<file path="config.mk">
export PLATFORM = sky130hd
export DESIGN_NAME = kbd_event_ctrl
export DESIGN_NICKNAME = d
export VERILOG_FILES = /design/src/rtl/kbd_event_ctrl.sv
export SDC_FILE = /design/constraint.sdc
export NUM_CORES = 1
export LEC_CHECK = 0
export ABC_AREA = 1
export CORE_UTILIZATION = 51
export CTS_CLUSTER_SIZE = 14
export DETAILED_ROUTE_END_ITERATION = 16
export GPL_TIMING_DRIVEN = 0
export MAX_ROUTING_LAYER = met4
export PLACE_DENSITY = 0.78
export SLEW_MARGIN = 40
export SYNTH_ARGS = -nofsm -noshare
export SYNTH_HDL_FRONTEND = slang
export SYNTH_SLANG_ARGS = --single-unit
export TNS_END_PERCENT = 5
</file>
<file path="constraint.sdc">
create_clock -name clk -period 1.9 [get_ports clk]
set_input_delay 0.285 -clock clk [delete_from_list [all_inputs] [get_ports clk]]
set_output_delay 0.285 -clock clk [all_outputs]
set_load 0.02 [all_outputs]
</file>
<file path="src/rtl/kbd_event_ctrl.sv">
// kbd_event_ctrl -- PS/2 scan-code sequencer with modifier tracking and event FIFO.
//
// Decodes PS/2 set-2 byte sequences (optional E0 prefix, optional F0 break
// prefix, then the scan code) into events {code, break, ext, mods}. Each
// completed sequence is pushed into a small FIFO; the consumer pops with a
// valid/ready handshake.
//
// Ports:
//   clk        system clock, rising edge
//   rst        asynchronous reset, active low
//   ps2_data   received scan byte, qualified by ps2_valid
//   ps2_valid  one-cycle strobe per received byte
//   ev_valid   FIFO head holds an event
//   ev_ready   consumer accepts the head event
//   ev_code    head event scan code (prefixes stripped)
//   ev_break   head event is a key release
//   ev_ext     head event carried the E0 prefix
//   ev_mods    head event modifiers {alt, ctrl, shift}
//   overflow   sticky: an event was dropped because the FIFO was full
//   clr_ovf    clears overflow (a same-cycle drop wins)
//   key_cnt    count of release events accepted into the FIFO (wraps)
//
// Build option: define KBD_TYPEMATIC_FILTER_EN to suppress typematic repeats
// of the most recently pressed, not yet released key.

module kbd_event_ctrl #(
   parameter int FIFO_DEPTH = 4
) (
   input  logic       clk,
   input  logic       rst,
   input  logic [7:0] ps2_data,
   input  logic       ps2_valid,
   output logic       ev_valid,
   input  logic       ev_ready,
   output logic [7:0] ev_code,
   output logic       ev_break,
   output logic       ev_ext,
   output logic [2:0] ev_mods,
   output logic       overflow,
   input  logic       clr_ovf,
   output logic [7:0] key_cnt
);

   localparam int PTR_W = (FIFO_DEPTH > 1) ? $clog2(FIFO_DEPTH) : 1;
   localparam int CNT_W = PTR_W + 1;
   localparam int EVT_W = 13;

   typedef enum logic [1:0] {IDLE, EXT, BRK, EXT_BRK} state_t;

   state_t             state, state_nxt;
   logic               evt_done, evt_brk, evt_ext;
   logic               lshift, rshift, ctrl, alt;
   logic               lshift_nxt, rshift_nxt, ctrl_nxt, alt_nxt;
   logic [2:0]         mods_nxt;
   logic               suppress, push, pop, full, wr_en, ovf_set;
   logic [PTR_W-1:0]   wr_ptr, rd_ptr;
   logic [CNT_W-1:0]   count;
   logic [EVT_W-1:0]   mem [FIFO_DEPTH];
   logic [EVT_W-1:0]   head;

   // Bytes that are protocol responses / errors rather than key data.
   function automatic logic is_discard(input logic [7:0] b);
      case (b)
         8'h00, 8'hAA, 8'hE1, 8'hEE, 8'hFA, 8'hFC, 8'hFE, 8'hFF: is_discard = 1'b1;
         default:                                                 is_discard = 1'b0;
      endcase
   endfunction

   // Sequence decode: which event (if any) this byte completes.
   always_comb begin
      state_nxt = state;
      evt_done  = 1'b0;
      evt_brk   = 1'b0;
      evt_ext   = 1'b0;
      if (ps2_valid) begin
         if (is_discard(ps2_data)) begin
            state_nxt = IDLE;
         end else begin
            case (state)
               IDLE: begin
                  if (ps2_data == 8'hE0)      state_nxt = EXT;
                  else if (ps2_data == 8'hF0) state_nxt = BRK;
                  else                        evt_done  = 1'b1;
               end
               EXT: begin
                  if (ps2_data == 8'hF0) begin
                     state_nxt = EXT_BRK;
                  end else begin
                     evt_done  = 1'b1;
                     evt_ext   = 1'b1;
                     state_nxt = IDLE;
                  end
               end
               BRK: begin
                  evt_done  = 1'b1;
                  evt_brk   = 1'b1;
                  state_nxt = IDLE;
               end
               default: begin
                  evt_done  = 1'b1;
                  evt_brk   = 1'b1;
                  evt_ext   = 1'b1;
                  state_nxt = IDLE;
               end
            endcase
         end
      end
   end

   // Modifier update is visible in the event that causes it.
   always_comb begin
      lshift_nxt = lshift;
      rshift_nxt = rshift;
      ctrl_nxt   = ctrl;
      alt_nxt    = alt;
      if (evt_done) begin
         case (ps2_data)
            8'h12:   lshift_nxt = ~evt_brk;
            8'h59:   rshift_nxt = ~evt_brk;
            8'h14:   ctrl_nxt   = ~evt_brk;
            8'h11:   alt_nxt    = ~evt_brk;
            default: ;
         endcase
      end
      mods_nxt = {alt_nxt, ctrl_nxt, lshift_nxt | rshift_nxt};
   end

`ifdef KBD_TYPEMATIC_FILTER_EN
   logic       held_vld;
   logic [7:0] held_code;
   logic       held_ext;
   logic       held_match;

   assign held_match = held_vld && (held_code == ps2_data) && (held_ext == evt_ext);
   assign suppress   = evt_done && !evt_brk && held_match;

   // Track the latest pressed key; its own release forgets it.
   always_ff @(posedge clk or negedge rst) begin
      if (!rst) begin
         held_vld  <= 1'b0;
         held_code <= 8'h00;
         held_ext  <= 1'b0;
      end else if (evt_done) begin
         if (!evt_brk) begin
            held_vld  <= 1'b1;
            held_code <= ps2_data;
            held_ext  <= evt_ext;
         end else if (held_match) begin
            held_vld  <= 1'b0;
         end
      end
   end
`else
   assign suppress = 1'b0;
`endif

   assign full     = (count == CNT_W'(FIFO_DEPTH));
   assign ev_valid = (count != '0);
   assign pop      = ev_valid && ev_ready;
   assign push     = evt_done && !suppress;
   // A pop in the same cycle frees the slot, so a full FIFO still accepts.
   assign wr_en    = push && (!full || pop);
   assign ovf_set  = push && full && !pop;

   always_ff @(posedge clk or negedge rst) begin
      if (!rst) begin
         state    <= IDLE;
         lshift   <= 1'b0;
         rshift   <= 1'b0;
         ctrl     <= 1'b0;
         alt      <= 1'b0;
         wr_ptr   <= '0;
         rd_ptr   <= '0;
         count    <= '0;
         overflow <= 1'b0;
         key_cnt  <= 8'h00;
      end else begin
         state  <= state_nxt;
         lshift <= lshift_nxt;
         rshift <= rshift_nxt;
         ctrl   <= ctrl_nxt;
         alt    <= alt_nxt;
         if (wr_en) wr_ptr <= wr_ptr + 1'b1;
         if (pop)   rd_ptr <= rd_ptr + 1'b1;
         case ({wr_en, pop})
            2'b10:   count <= count + 1'b1;
            2'b01:   count <= count - 1'b1;
            default: ;
         endcase
         if (ovf_set)      overflow <= 1'b1;
         else if (clr_ovf) overflow <= 1'b0;
         if (wr_en && evt_brk) key_cnt <= key_cnt + 8'd1;
      end
   end

   // Event storage is data only; emptiness is tracked by count.
   always_ff @(posedge clk) begin
      if (wr_en) mem[wr_ptr] <= {ps2_data, evt_brk, evt_ext, mods_nxt};
   end

   // Outputs read zero whenever the FIFO is empty (including in reset).
   assign head     = mem[rd_ptr];
   assign ev_code  = ev_valid ? head[12:5] : 8'h00;
   assign ev_break = ev_valid ? head[4]    : 1'b0;
   assign ev_ext   = ev_valid ? head[3]    : 1'b0;
   assign ev_mods  = ev_valid ? head[2:0]  : 3'b000;

endmodule

</file>
==> flow_summary.yaml <==
route:
  vias: 2601
  drcViolationCount: 4
  dr.pass1.iters: 11
  wl_per_cell_um: 15.14
  wl_um: 7449
  antenna_left: 0
  via_per_inst: 5.287
  drt_iter0_drc: 178
yosys:
  synth.top_cell.area_share: 0.4505
  synth.largest_area_cell: "edfxtp_1"
  syn_nets: 365
  synth_edf_count: 52
  syn_avg_cell_area_um2: 10.02
  synthFlopType: "edfxtp_1"
  yosysMostFrequentCell: "nor2_1"
  ys_seq_area_frac: 0.6094
  ys_warn_count: 0
  netlist_area_mm2: 0.003466
  synth_area_leaders: "edfxtp_1 45%, dfrtp_1 16%, nor2_1 7.9%"
  ys_top_cells_by_count: "73 x nor2_1, 52 x edfxtp_1, 46 x nand2_1"
  ys_async_sr_fraction: 0.2973
  synth.distinct_cells: 32
  netlist_instances: 346
  synth_seq_cells: 74
global_route:
  track_usage: 0.2255
  use_met1: 0.3041
  grt-ovfl-total: 0
  grtUsageMet2: 0.3443
  busiest_layer: "met2"
  grt_pass1_vias: 2398
  antenna_found_initial: 0
  grt_first_pass_wirelength_um: 11830
  use_met3: 0.05506
  grt_max_degree: 23
power_and_ir_drop:
  comb_power_share: 0.465
  seqPwrFrac: 0.336
  p_sw_uw: 2671
  p_leak_uw: 0.001801
  swShare: 0.3868
  ir_drop_v: 0.001048
  p_per_area_mw_per_mm2: 1568
  power.internal_uw: 4235
  clockPowerShare: 0.198
clock_network:
  htreeDepth: 3
  cts_tree: "done"
  clockBufferDepth: 2
  insertion_delay_ns: 0.35
  cts_root_buf: "clkbuf_8"
  cts_buffers: 9
  clk_pin_slew_worst_paths_ns: 0.08
  clkSinkCount: 74
status:
  status: "finished, violations left"
  violations: "design-rule violations"
critical_path:
  cp-startpoint: "rd_ptr[0]"
  slowest_delay_ns: 0.40
  reg2reg_from: "state[0]"
  critPathRequiredTime_ns: 1.62
  worstPathCellList: "buf_8 -> clkbuf_16 -> nor2_4 -> nor2_2 -> o21ai_1 -> a21oi_1 -> buf_4"
  cp.arrival_ns: 1.60
  crit_type: "reg -> out"
  worstSetupStartpointType: "flop"
  cp_max_fo: 6
  cp_slowest_cell: "dfrtp_1"
  endpoint_kind: "output pin"
timing:
  tightestPinTransition_ns: 0.4969
  timing.fmax_mhz: 531.8
  report.final.slew_viol_count: 0
  setup-tns-final_ns: 0
  period_share: 0.9896
  maxSlewHeadroom: 0.6687
  fin_skew_ns: 0.01142
  hold_viol: 0
  min_period_ns: 1.880
  setup_violations: 0
  rsz0062_at_grt: "yes"
  fin_ws_ns: 0.01974
  holdWs_ns: 0.2360
floorplan:
  core-area_mm2: 0.006459
  dieArea_mm2: 0.007129
  initial_core_util: 0.5366
  fp.dieH_um: 84.44
  die_w_um: 84.44
  pin_count: 36
  rows: 29
min_path:
  hp-class: "in -> reg"
  hp-start: "ps2_data[5]"
layout:
  synthToLayoutAreaGrowth_pct: 27.11
  instances_no_fill: 492
  num_antenna_cells: 0
  fin_nets: 429
  fin_util: 0.6821
  drive_gt1_frac: 0.2675
placement:
  dp_cells: 458
  place_ws_ns: -1.069
  dp_hpwl_um: 4676
  port-buffer-count: 35
  gp_congestion: 0.8206
job:
  drv_cap: 0
layout make-up:
type	instances	area [um2]
Timing Repair Buffer	53	456.7
Multi-Input combinational cell	225	1250
Sequential cell	74	2113
Clock inverter	7	101.3
Buffer	9	120.1
Clock buffer	9	123.9
Fill cell	483	2053
Tap cell	77	96.34
Inverter	38	143.9
metal layers:
layer / vias to the layer above / wire, um
li1: 1274 / -
met1: 1234 / 3345
met2: 84 / 3609
met3: 9 / 418
met4: 0 / 76
met5: - / 0
cells in the final DEF (no fill, tap or decap), types with 3 or more instances in the layout:
cell             count
a21oi_1             19
buf_2                4
buf_4               28
buf_6                3
clkbuf_2             3
clkbuf_8            11
clkdlybuf4s50_1     13
dfrtp_1             21
edfxtp_1            52
ha_1                 5
inv_1               28
inv_2                9
nand2_1             45
nand2_2              3
nand3_1              9
nor2_1              63
nor2_2              11
nor2_4               9
nor4_1               4
o21ai_0             15
o21ai_1             14
o21ai_2              3
xor2_1               9
logic make-up after synthesis:
group	share of synthesized area
and+or+nand+nor	0.2007
xor gates and xnor gates	0.02274
AOI/OAI and AO/OA	0.08989
adders and majority gates	0.02383
buffers and inverters	0.05343
DFF	0.6094
worst paths after layout:
path | end | slack, ns | cells past startpoint
setup / recovery | ev_ext | 0.02 | 7
setup reg to reg | count[2] | 0.02 | 12
hold / removal | mem[2][10] | 0.24 | 1
max in group asynchronous | count[0] | 1.10 | 2
min in group asynchronous | count[2] | 0.43 | 2
hold reg to reg | key_cnt[5] | 0.51 | 2
sequential cells by signal (all words and copies together), names as in the netlist:
register and count:
wr_ptr 2, mem 52, count 3, state 2, ctrl 1, overflow 1
lshift 1, alt 1, rd_ptr 2, rshift 1, key_cnt 8
power groups by stage:
| stage | registers (uW) | logic [uW] | clock network, uW |
|---|---|---|---|
| floorplan | 2390 | 1590 | 0 |
| global placement | 2330 | 2660 | 0 |
| detailed placement | 2340 | 2740 | 0 |
| CTS | 2300 | 2830 | 1380 |
| global route | 2370 | 3500 | 1460 |
| finish | 2320 | 3210 | 1370 |
metrics by stage:
step | power, uW | cell area (um2)
after floorplan | 3976 | 3466
after global placement | 4996 | 3913
after detailed placement | 5086 | 3918
after CTS | 6517 | 4252
after global routing | 7324 | 4405
final | 6906 | 4405
critical path, delay by kind of cell, from the launching register on:
kind	cells	cell delay [ns]
compound gates	2	0.25
buf+inv	3	0.47
flops	1	0.40
simple gates	2	0.13
what timing repair did:
action | CTS | global route
hold buffers | 1 | 0
hold endpoints to repair | 22 | 0
setup endpoints to repair | 82 | 81
cloned | 0 | 2
pin swaps | 4 | 15
setup buffers | 6 | 9
gates resized for setup | 103 | 54
(Power assumes the default switching activity.)
